==> src/rtl/load_bfp_reader.sv <==
// load_bfp_reader: AXI4 read master that fetches block-floating-point tiles.
// Each block is one INCR burst: one exponent beat, then BEATS mantissa beats.
// The beats are unpacked into a shared exponent plus SYST_ARRAY_WIDTH mantissa lanes.
//
// Ports:
//   clk, rst             clock, synchronous active-high reset
//   start_i              one-cycle start request, sampled only when idle
//   base_addr_i          beat-aligned byte address of the first block
//   num_blocks_i         number of blocks to fetch (0 completes immediately)
//   busy_o, done_o       not-idle flag, one-cycle completion pulse
//   err_o                sticky read error flag (always 0 unless checking is built in)
//   m_axi_memory_bus_*   AXI4 AR/R channels (single outstanding burst)
//   load_mantissa_o      lane k at bits [k*MW +: MW]
//   load_exponent_o      shared exponent of the block
//   load_valid_o/ready_i block output handshake
//
// Build option: define LOAD_BFP_RRESP_CHECK_EN to check RRESP and RLAST per beat.
// A bad beat sets err_o, drains the rest of the burst, and ends the transfer.
module load_bfp_reader #(
    parameter int unsigned AXI_WIDTH_ID             = 4,
    parameter int unsigned AXI_WIDTH_AD             = 32,
    parameter int unsigned AXI_WIDTH_DA             = 32,
    parameter int unsigned EXPONENT_WIDTH           = 8,
    parameter int unsigned QUNATIZED_MANTISSA_WIDTH = 7,
    parameter int unsigned SYST_ARRAY_WIDTH         = 32
) (
    input  logic                                                 clk,
    input  logic                                                 rst,
    input  logic                                                 start_i,
    input  logic [AXI_WIDTH_AD-1:0]                              base_addr_i,
    input  logic [15:0]                                          num_blocks_i,
    output logic                                                 busy_o,
    output logic                                                 done_o,
    output logic                                                 err_o,
    output logic [AXI_WIDTH_ID-1:0]                              m_axi_memory_bus_ARID,
    output logic [AXI_WIDTH_AD-1:0]                              m_axi_memory_bus_ARADDR,
    output logic [7:0]                                           m_axi_memory_bus_ARLEN,
    output logic [2:0]                                           m_axi_memory_bus_ARSIZE,
    output logic [1:0]                                           m_axi_memory_bus_ARBURST,
    output logic                                                 m_axi_memory_bus_ARVALID,
    input  logic                                                 m_axi_memory_bus_ARREADY,
    input  logic [AXI_WIDTH_ID-1:0]                              m_axi_memory_bus_RID,
    input  logic [AXI_WIDTH_DA-1:0]                              m_axi_memory_bus_RDATA,
    input  logic [1:0]                                           m_axi_memory_bus_RRESP,
    input  logic                                                 m_axi_memory_bus_RLAST,
    input  logic                                                 m_axi_memory_bus_RVALID,
    output logic                                                 m_axi_memory_bus_RREADY,
    output logic [SYST_ARRAY_WIDTH*QUNATIZED_MANTISSA_WIDTH-1:0] load_mantissa_o,
    output logic [EXPONENT_WIDTH-1:0]                            load_exponent_o,
    output logic                                                 load_valid_o,
    input  logic                                                 load_ready_i
);

    localparam int unsigned BYTES  = AXI_WIDTH_DA / 8;
    localparam int unsigned BEATS  = SYST_ARRAY_WIDTH / BYTES;
    localparam int unsigned STRIDE = (BEATS + 1) * BYTES;
    localparam int unsigned MW     = QUNATIZED_MANTISSA_WIDTH;

    typedef enum logic [2:0] {StIdle, StAr, StRd, StOut, StDone} state_e;

    state_e                       state_q, state_d;
    logic [AXI_WIDTH_AD-1:0]      addr_q;
    logic [15:0]                  blocks_q;
    logic [7:0]                   beat_q;
    logic [EXPONENT_WIDTH-1:0]    exp_q;
    logic [SYST_ARRAY_WIDTH*MW-1:0] mant_q;

    logic r_fire;
    logic last_beat;
    logic abort;         // current burst is bad: keep draining, skip OUT
    logic unused_inputs;

    assign r_fire    = (state_q == StRd) && m_axi_memory_bus_RVALID;
    // The beat counter, not RLAST, marks the end of the burst.
    assign last_beat = (beat_q == 8'(BEATS));

    // Constant AR fields.
    assign m_axi_memory_bus_ARID    = '0;
    assign m_axi_memory_bus_ARLEN   = 8'(BEATS);
    assign m_axi_memory_bus_ARSIZE  = 3'($clog2(BYTES));
    assign m_axi_memory_bus_ARBURST = 2'b01;
    assign m_axi_memory_bus_ARADDR  = addr_q;

    assign load_mantissa_o = mant_q;
    assign load_exponent_o = exp_q;

    always_ff @(posedge clk) begin
        if (rst) begin
            state_q <= StIdle;
        end else begin
            state_q <= state_d;
        end
    end

    always_comb begin
        state_d                 = state_q;
        busy_o                  = (state_q != StIdle);
        done_o                  = 1'b0;
        m_axi_memory_bus_ARVALID = 1'b0;
        m_axi_memory_bus_RREADY = 1'b0;
        load_valid_o            = 1'b0;
        unique case (state_q)
            StIdle: begin
                if (start_i) begin
                    state_d = (num_blocks_i == 16'd0) ? StDone : StAr;
                end
            end
            StAr: begin
                m_axi_memory_bus_ARVALID = 1'b1;
                if (m_axi_memory_bus_ARREADY) begin
                    state_d = StRd;
                end
            end
            StRd: begin
                m_axi_memory_bus_RREADY = 1'b1;
                if (r_fire && last_beat) begin
                    state_d = abort ? StDone : StOut;
                end
            end
            StOut: begin
                load_valid_o = 1'b1;
                if (load_ready_i) begin
                    state_d = (blocks_q == 16'd1) ? StDone : StAr;
                end
            end
            StDone: begin
                done_o  = 1'b1;
                state_d = StIdle;
            end
            default: state_d = StIdle;
        endcase
    end

    always_ff @(posedge clk) begin
        if (rst) begin
            addr_q   <= '0;
            blocks_q <= '0;
            beat_q   <= '0;
            exp_q    <= '0;
            mant_q   <= '0;
        end else begin
            if (state_q == StIdle && start_i && num_blocks_i != 16'd0) begin
                addr_q   <= base_addr_i;
                blocks_q <= num_blocks_i;
                beat_q   <= '0;
            end
            if (r_fire) begin
                beat_q <= last_beat ? 8'd0 : beat_q + 8'd1;
                if (!abort) begin
                    if (beat_q == 8'd0) begin
                        exp_q <= m_axi_memory_bus_RDATA[EXPONENT_WIDTH-1:0];
                    end
                    // Byte j of mantissa beat b lands in lane (b-1)*BYTES+j; the
                    // byte bits above the mantissa are dropped.
                    for (int k = 0; k < int'(SYST_ARRAY_WIDTH); k++) begin
                        if (int'(beat_q) == k / int'(BYTES) + 1) begin
                            mant_q[k*MW +: MW] <=
                                m_axi_memory_bus_RDATA[(k % int'(BYTES))*8 +: MW];
                        end
                    end
                end
            end
            if (state_q == StOut && load_ready_i) begin
                blocks_q <= blocks_q - 16'd1;
                addr_q   <= addr_q + AXI_WIDTH_AD'(STRIDE);
            end
        end
    end

`ifdef LOAD_BFP_RRESP_CHECK_EN
    logic err_q;
    logic drain_q;
    logic beat_err;

    assign beat_err = (m_axi_memory_bus_RRESP != 2'b00) || (m_axi_memory_bus_RLAST != last_beat);
    assign abort    = drain_q || beat_err;
    assign err_o    = err_q;

    always_ff @(posedge clk) begin
        if (rst) begin
            err_q   <= 1'b0;
            drain_q <= 1'b0;
        end else begin
            if (state_q == StIdle && start_i) begin
                err_q <= 1'b0;
            end
            if (r_fire && beat_err) begin
                err_q <= 1'b1;
            end
            if (r_fire) begin
                drain_q <= last_beat ? 1'b0 : (drain_q || beat_err);
            end
        end
    end

    assign unused_inputs = ^{m_axi_memory_bus_RID, m_axi_memory_bus_RDATA};
`else
    assign abort         = 1'b0;
    assign err_o         = 1'b0;
    assign unused_inputs = ^{m_axi_memory_bus_RID, m_axi_memory_bus_RDATA,
                             m_axi_memory_bus_RRESP, m_axi_memory_bus_RLAST};
`endif

endmodule

==> config.mk <==
export PLATFORM = sky130hd
export DESIGN_NAME = load_bfp_reader
export DESIGN_NICKNAME = d
export VERILOG_FILES = /design/src/rtl/load_bfp_reader.sv
export SDC_FILE = /design/constraint.sdc
export NUM_CORES = 1
export LEC_CHECK = 0
export ABC_AREA = 1
export CELL_PAD_IN_SITES_DETAIL_PLACEMENT = 1
export CELL_PAD_IN_SITES_GLOBAL_PLACEMENT = 1
export CORE_UTILIZATION = 37
export CTS_BUF_LIST = sky130_fd_sc_hd__clkbuf_8
export CTS_CLUSTER_SIZE = 40
export DETAILED_ROUTE_END_ITERATION = 16
export PLACE_DENSITY = 0.87
export SETUP_SLACK_MARGIN = 0.05
export SKIP_CTS_REPAIR_TIMING = 1
export SYNTH_ARGS = -nofsm -noshare
export SYNTH_HDL_FRONTEND = slang
export SYNTH_SLANG_ARGS = --single-unit
==> constraint.sdc <==
create_clock -name clk -period 3.36 [get_ports clk]
set_input_delay 0.84 -clock clk [delete_from_list [all_inputs] [get_ports clk]]
set_output_delay 0.84 -clock clk [all_outputs]
set_load 0.1 [all_outputs]
==> reports/metrics.yaml, run 1 <==
placement:
  dpl_cell_area_um2: 15500
  placed_cells: 2445
  globalplace.congestion: 0.879
  io_buffer_count: 351
  place_hpwl_um: 33000
outcome:
  status: "completed"
setup_path:
  crit_type: "reg2out"
  critical_path.startpoint_type: "register"
  cp_data_required_time_ps: 2520
  critical_path_arrival_ps: 1830
  worst-path-max-fanout: 6
  cp-end-kind: "output pin"
clocking:
  clock-sinks: 291
  numCtsBuffers: 50
  cts_root_buf: "clkbuf_8"
  clk_latency_ps: 590
  clk_pin_slew_ps: 60
  cts_buffer_depth: 3
  h-tree-depth: 2
  cts_tree: "built"
drt:
  wl_per_cell_um: 19.3
  drc: 0
  detail-route-antenna-nets: 0
  drt_iter0_markers: 551
  vias_per_cell: 5.14
  vias: 13051
  first_pass_iters: 5
  wl_um: 49000
timing:
  hold_violations: 0
  fin_skew_ps: 27.4
  fmax_mhz: 375
  period_share_pct: 79.4
  setup_viol: 0
  slew_headroom_pct: 46.4
  maxSlewViolCount: 0
  finalCriticalPeriod_ps: 2670
  fin_tns_setup_ps: 0
  rsz0062_at_grt: "false"
  tightest_slew_ps: 803
floorplanning:
  die_h_um: 186
  die_w_um: 186
  die-area_um2: 34600
  rows: 66
  coreArea_um2: 32900
  io_pins: 380
  initial_core_util_pct: 38.1
worst_hold_path:
  hold_class: "reg2reg"
yosys:
  ys_async_sr_fraction_pct: 0
  postSynthAreaPerCell_um2: 7.23
  synthFlopType: "dfxtp_1"
  synth_edf_count: 0
  syn_area_um2: 12500
  ys_seq_area_share_pct: 46.6
  synth.distinct_cells: 41
  ys_ff_latch: 291
  syn_inst: 1730
  yosysWarnings: 0
global_routing:
  grt_pass1_wl_um: 74000
  grt_util_all_layers_pct: 27.5
  grt-ovfl-total: 0
  grt_max_degree: 92
  antenna_found_initial: 0
  grt_pass1_vias: 13388
run:
  drv_cap: 0
power:
  p_leak_nw: 6.80
  power_density_nw_per_um2: 601
  p_total_w: 0.00996
  vdd_drop_max_mv: 0.511
cells_and_area:
  drive_gt1_share_pct: 18.4
  syn_to_final_growth_pct: 32.5
  n_antenna_cell: 0
  postLayoutCoreUtil_pct: 50.4
  final_nets: 2155
  design_area_um2: 16600
  stdcell_count: 2538
worst max-delay path, cell delays in order, from the launching register on:
cell,delay (ps)
dfxtp_1,460
nand2_1,80
nor2_1,330
buf_4,370
power breakdown:
part           switching, W  internal, W
sequential         0.000226      0.00362
combinational       0.00212     0.000655
clock               0.00152      0.00182
per-layer routing:
metal	GRT usage, %	share of wire [%]	vias to the layer above	routed length, um
met5	0	0	-	0
met4	14.3	4.5	0	2180
met3	7.32	7.8	132	3800
met2	47.6	49	469	23800
met1	30.8	39	6261	19200
li1	-	-	6189	-
path summary, 6_finish.rpt:
kind	start	endpoint	slack [ps]	depth (start not counted)
setup / recovery	state_q[0]	load_valid_o	690	3
hold / removal	load_mantissa_o[142]	load_mantissa_o[142]	450	2
setup reg to reg	state_q[0]	blocks_q[1]	1220	6
hold reg to reg	load_mantissa_o[142]	load_mantissa_o[142]	450	2
cell type report:
class                   instances  area (um^2)
clock buffers                  62          853
clock inverters                31          189
fillers                      4182        16300
inverters                     276         1040
multi-input cells            1062         5070
flip-flops and latches        291         5830
well taps                     442          553
repair buffers                374         3050
logic make-up after synthesis:
group | after synthesis | synth area share (%)
adders and majority gates | 7 | 0.700
other | 2 | 0.0600
DFF | 291 | 46.6
AOI/OAI and AO/OA | 514 | 20.8
buffers and inverters | 393 | 13.5
and+or+nand+nor | 513 | 17.7
xor gates and xnor gates | 10 | 0.700
registers in the layout (all words and copies together) (netlist names):
name	count
beat_q	8
blocks_q	16
load_exponent_o	8
load_mantissa_o	224
m_axi_memory_bus_ARADDR	32
state_q	3
synthesized netlist by cell type (2+ instances only):
master      n  share of area [%]
inv_1     271                8.1
inv_2       3              0.090
buf_6      12                1.1
xnor2_1     5               0.35
nand4_1    12               0.60
a31oi_1    12               0.60
dfxtp_1   291                 47
conb_1      2              0.060
nor3_1      3               0.12
o21bai_1    2               0.12
nand3b_1   11               0.66
buf_1       2              0.060
nor2_2      2               0.10
buf_4      18                1.1
nand3_1   100                4.0
clkbuf_1   44                1.3
nand2_2     3               0.15
nand3_2     3               0.24
buf_2      41                1.6
o21ai_1    85                3.4
nor2_1    112                3.4
o21ai_0   143                5.7
nor2_4      2               0.18
xor2_1      5               0.35
ha_1        7               0.70
a21oi_1   268                 11
nand2_1   257                7.7
through the flow:
step	hold slack (ps)	setup WS (ps)
floorplan	440	578
global placement	431	410
detailed placement	436	359
CTS	445	699
global route	458	640
finish	446	693
cells in the final DEF (no fill, tap or decap), types with 2 or more instances in the layout:
master           count
inv_1              293
dfxtp_1            291
buf_4              289
a21oi_1            268
nand2_1            257
o21ai_0            143
nor2_1             111
nand3_1            100
o21ai_1             85
clkdlybuf4s50_1     81
clkbuf_8            62
conb_1              18
nand4_1             12
a31oi_1             12
nand3b_1            11
ha_1                 7
clkinv_2             5
xor2_1               5
xnor2_1              5
inv_2                3
nor2_2               3
nand2_2              3
nand3_2              3
buf_12               3
nor3_2               2
nor2_4               2
nor3_1               2
o21bai_1             2
bufinv_16            2
clkinvlp_4           2
No activity file was read; power rests on OpenSTA's default activity.
==> inputs of run 2 (changes only) <==
Settings changed: CORE_UTILIZATION 37 to 31, PLACE_DENSITY 0.87 to 0.78.
Clock period 3.36 ns to 2.2 ns, I/O delays scaled along.
==> run 2 against run 1 <==
Compared with the run above: via count shrank 3.0%; count of clock-buffer cells in the layout is the same; worst setup slack lost 600 ps; cell count up 4.4%; worst hold slack worse by 150 ps; largest cell class unchanged; first-iteration DRC count rose by 4.5%; core utilization is 7.3 points lower; non-clock buffer count up 36; wire length fell by 5.2%; cell area increased by 3.3%.
==> reports/metrics.yaml, run 2 (synthesized netlist as in run 1, its figures left out) <==
outcome:
  status: "completed"
clocking:
  clock-sinks: 291  # unchanged
  clk_latency_ps: 630  # +40 ps
  clk_pin_slew_ps: 60  # about the same
  cts_tree: "built"
  cts_buffer_depth: 3  # unchanged
  cts_root_buf: "clkbuf_8"
  numCtsBuffers: 52  # +4.0%
  h-tree-depth: 2  # unchanged
floorplanning:
  die_w_um: 203  # +9.2%
  rows: 73  # +11%
  coreArea_um2: 39700  # +21%
  die_h_um: 203  # +9.2%
  initial_core_util_pct: 31.5  # -6.6 points
  die-area_um2: 41200  # +19%
  io_pins: 380  # unchanged
cells_and_area:
  final_nets: 2193  # +1.8%
  nFillCells: 5029  # +20%
  n_antenna_cell: 0  # unchanged
  syn_to_final_growth_pct: 36.8
  layout_commonest_cell: "buf_4"
  largest_reg_flops: 224  # unchanged
  design_area_um2: 17100  # +3.3%
  multi_input_area_um2: 5090  # +0.47%
  regArea_um2: 5830  # +0.15%
  final_cell_mix: "buf_4 (308), inv_1 (286), dfxtp_1 (286)"
  drive_gt1_share_pct: 20.2  # +1.8 points
placement:
  pre_cts_slack_ps: -109  # -468 ps
  dpl_cell_area_um2: 16100  # +3.5%
  io_buffer_count: 351  # unchanged
  globalplace.congestion: 0.839  # -4.6%
  place_hpwl_um: 33200  # +0.50%
setup_path:
  r2r-start: "m_axi_memory_bus_ARADDR[3]"
  cp-end-kind: "output pin"
  cp_cell_sequence: "inv_2 > nor3_2 > buf_12"
  crit_type: "reg2out"
  critical_path.startpoint_type: "register"
  endpoint: "done_o"
  critical_path_arrival_ps: 1560  # -270 ps
  worst-path-max-fanout: 5  # -1
  regToRegSetupSlack_ps: 320  # -900 ps
  critPathMaxStageDelay_ps: 400  # -60 ps
  cp-startpoint: "state_q[2]"
  worst-path-buf-inv: 2  # +1
  cp_top_family: "flip-flops"
  cp_data_required_time_ps: 1650  # -870 ps
  worstRegToRegCells: 10  # +4
  crit_cells: 3  # unchanged
  r2r-end: "m_axi_memory_bus_ARADDR[28]"
  slowest_stage: "dfxtp_2"
global_routing:
  grt_util_all_layers_pct: 22.1  # -5.4 points
  grt_max_degree: 66  # -28%
  grt-ovfl-total: 0  # unchanged
  antenna_found_initial: 0  # unchanged
  grtUsageMet2_pct: 37.0  # -11 points
  grt_pass1_vias: 12567  # -6.1%
  grtUsageMet1_pct: 28.1  # -2.7 points
  grt_use_met3_pct: 4.19  # -3.1 points
  grt_pass1_wl_um: 71500  # -3.4%
  top_usage_layer: "met2"
power:
  clkPwrFrac_pct: 31.2  # -2.3 points
  power_density_nw_per_um2: 899  # +50%
  comb_power_share_pct: 30.5  # +2.7 points
  internal_power_w: 0.00946  # +55%
  p_seq_share_pct: 38.3  # -0.3 points
  vdd_drop_max_mv: 1.31  # +160%
  switching_share_pct: 38.5  # -0.23 points
  p_total_w: 0.0154  # +55%
  p_leak_nw: 7.00  # +2.9%
  switchingPower_w: 0.00593  # +54%
worst_hold_path:
  hold_class: "in2reg"
timing:
  rsz0062_at_grt: "true"
  slew_headroom_pct: 45.4  # -1.0 points
  fin_ws_ps: 91.7  # -601 ps
  fin_tns_setup_ps: 0  # unchanged
  setup_viol: 0  # unchanged
  finalCriticalPeriod_ps: 2110
  fmax_mhz: 474
  hold_violations: 0  # unchanged
  hold_ws_ps: 298  # -148 ps
  maxSlewViolCount: 0  # unchanged
  period_share_pct: 95.8
  tightest_slew_ps: 819  # +15.1 ps
  fin_skew_ps: 35.6  # +8.18 ps
drt:
  drc: 0  # unchanged
  vias: 12665  # -3.0%
  wl_um: 46400  # -5.2%
  first_pass_iters: 5  # unchanged
  vias_per_cell: 4.78  # -7.1%
  drt_iter0_markers: 576  # +4.5%
  detail-route-antenna-nets: 0  # unchanged
  wl_per_cell_um: 17.5  # -9.2%
run:
  drv_cap: 0  # unchanged
run 2: layout make-up:
| cell class | count | area share (%) |
|---|---|---|
| sequential | 291 | 34.1 |
| clock buffer | 62 | 4.98 |
| inverter | 276 | 6.11 |
| timing repair buffer | 410 | 20.6 |
| clock inverter | 24 | 0.643 |
| tap | 525 | 3.84 |
| multi-input combinational | 1062 | 29.7 |
run 2: routing by layer:
layer	routed length (um)	share of wire (%)
met1	20400	44
met4	1360	2.9
met5	0	0
met2	22100	48
met3	2590	5.6
run 2: worst register-to-register path: cells and delay by family (launching register included):
kind / cells / cell delay, ps
simple gates: 8 / 1160
flops: 1 / 390
fa+ha+maj: 1 / 190
buf+inv: 1 / 40
run 2: how the worst min path moves through the flow:
stage,slack [ps],from,cells after the start,to
6_report,300,rst,4,blocks_q[10]
5_1_grt,290,rst,4,blocks_q[10]
4_1_cts,230,rst,4,blocks_q[10]
3_5_place_dp,440,load_mantissa_o[146],2,load_mantissa_o[146]
3_3_place_gp,430,load_mantissa_o[160],2,load_mantissa_o[160]
2_1_floorplan,440,beat_q[4],2,beat_q[4]
run 2: stage by stage:
stage,util (%),instances
2_1_floorplan,-,1746
3_3_place_gp,40.5,2558
3_5_place_dp,40.5,2558
4_1_cts,42.9,2644
5_1_grt,43.1,2650
6_report,43.1,2650
run 2: power groups by stage:
| stage | clock network [W] | logic (W) | registers, W |
|---|---|---|---|
| 3_3_place_gp | 0 | 0.00449 | 0.00597 |
| 3_5_place_dp | 0 | 0.00457 | 0.00598 |
| 5_1_grt | 0.00521 | 0.00504 | 0.00593 |
| 4_1_cts | 0.00496 | 0.00460 | 0.00587 |
| 6_report | 0.00480 | 0.00470 | 0.00589 |
| 2_1_floorplan | 0 | 0.00198 | 0.00710 |
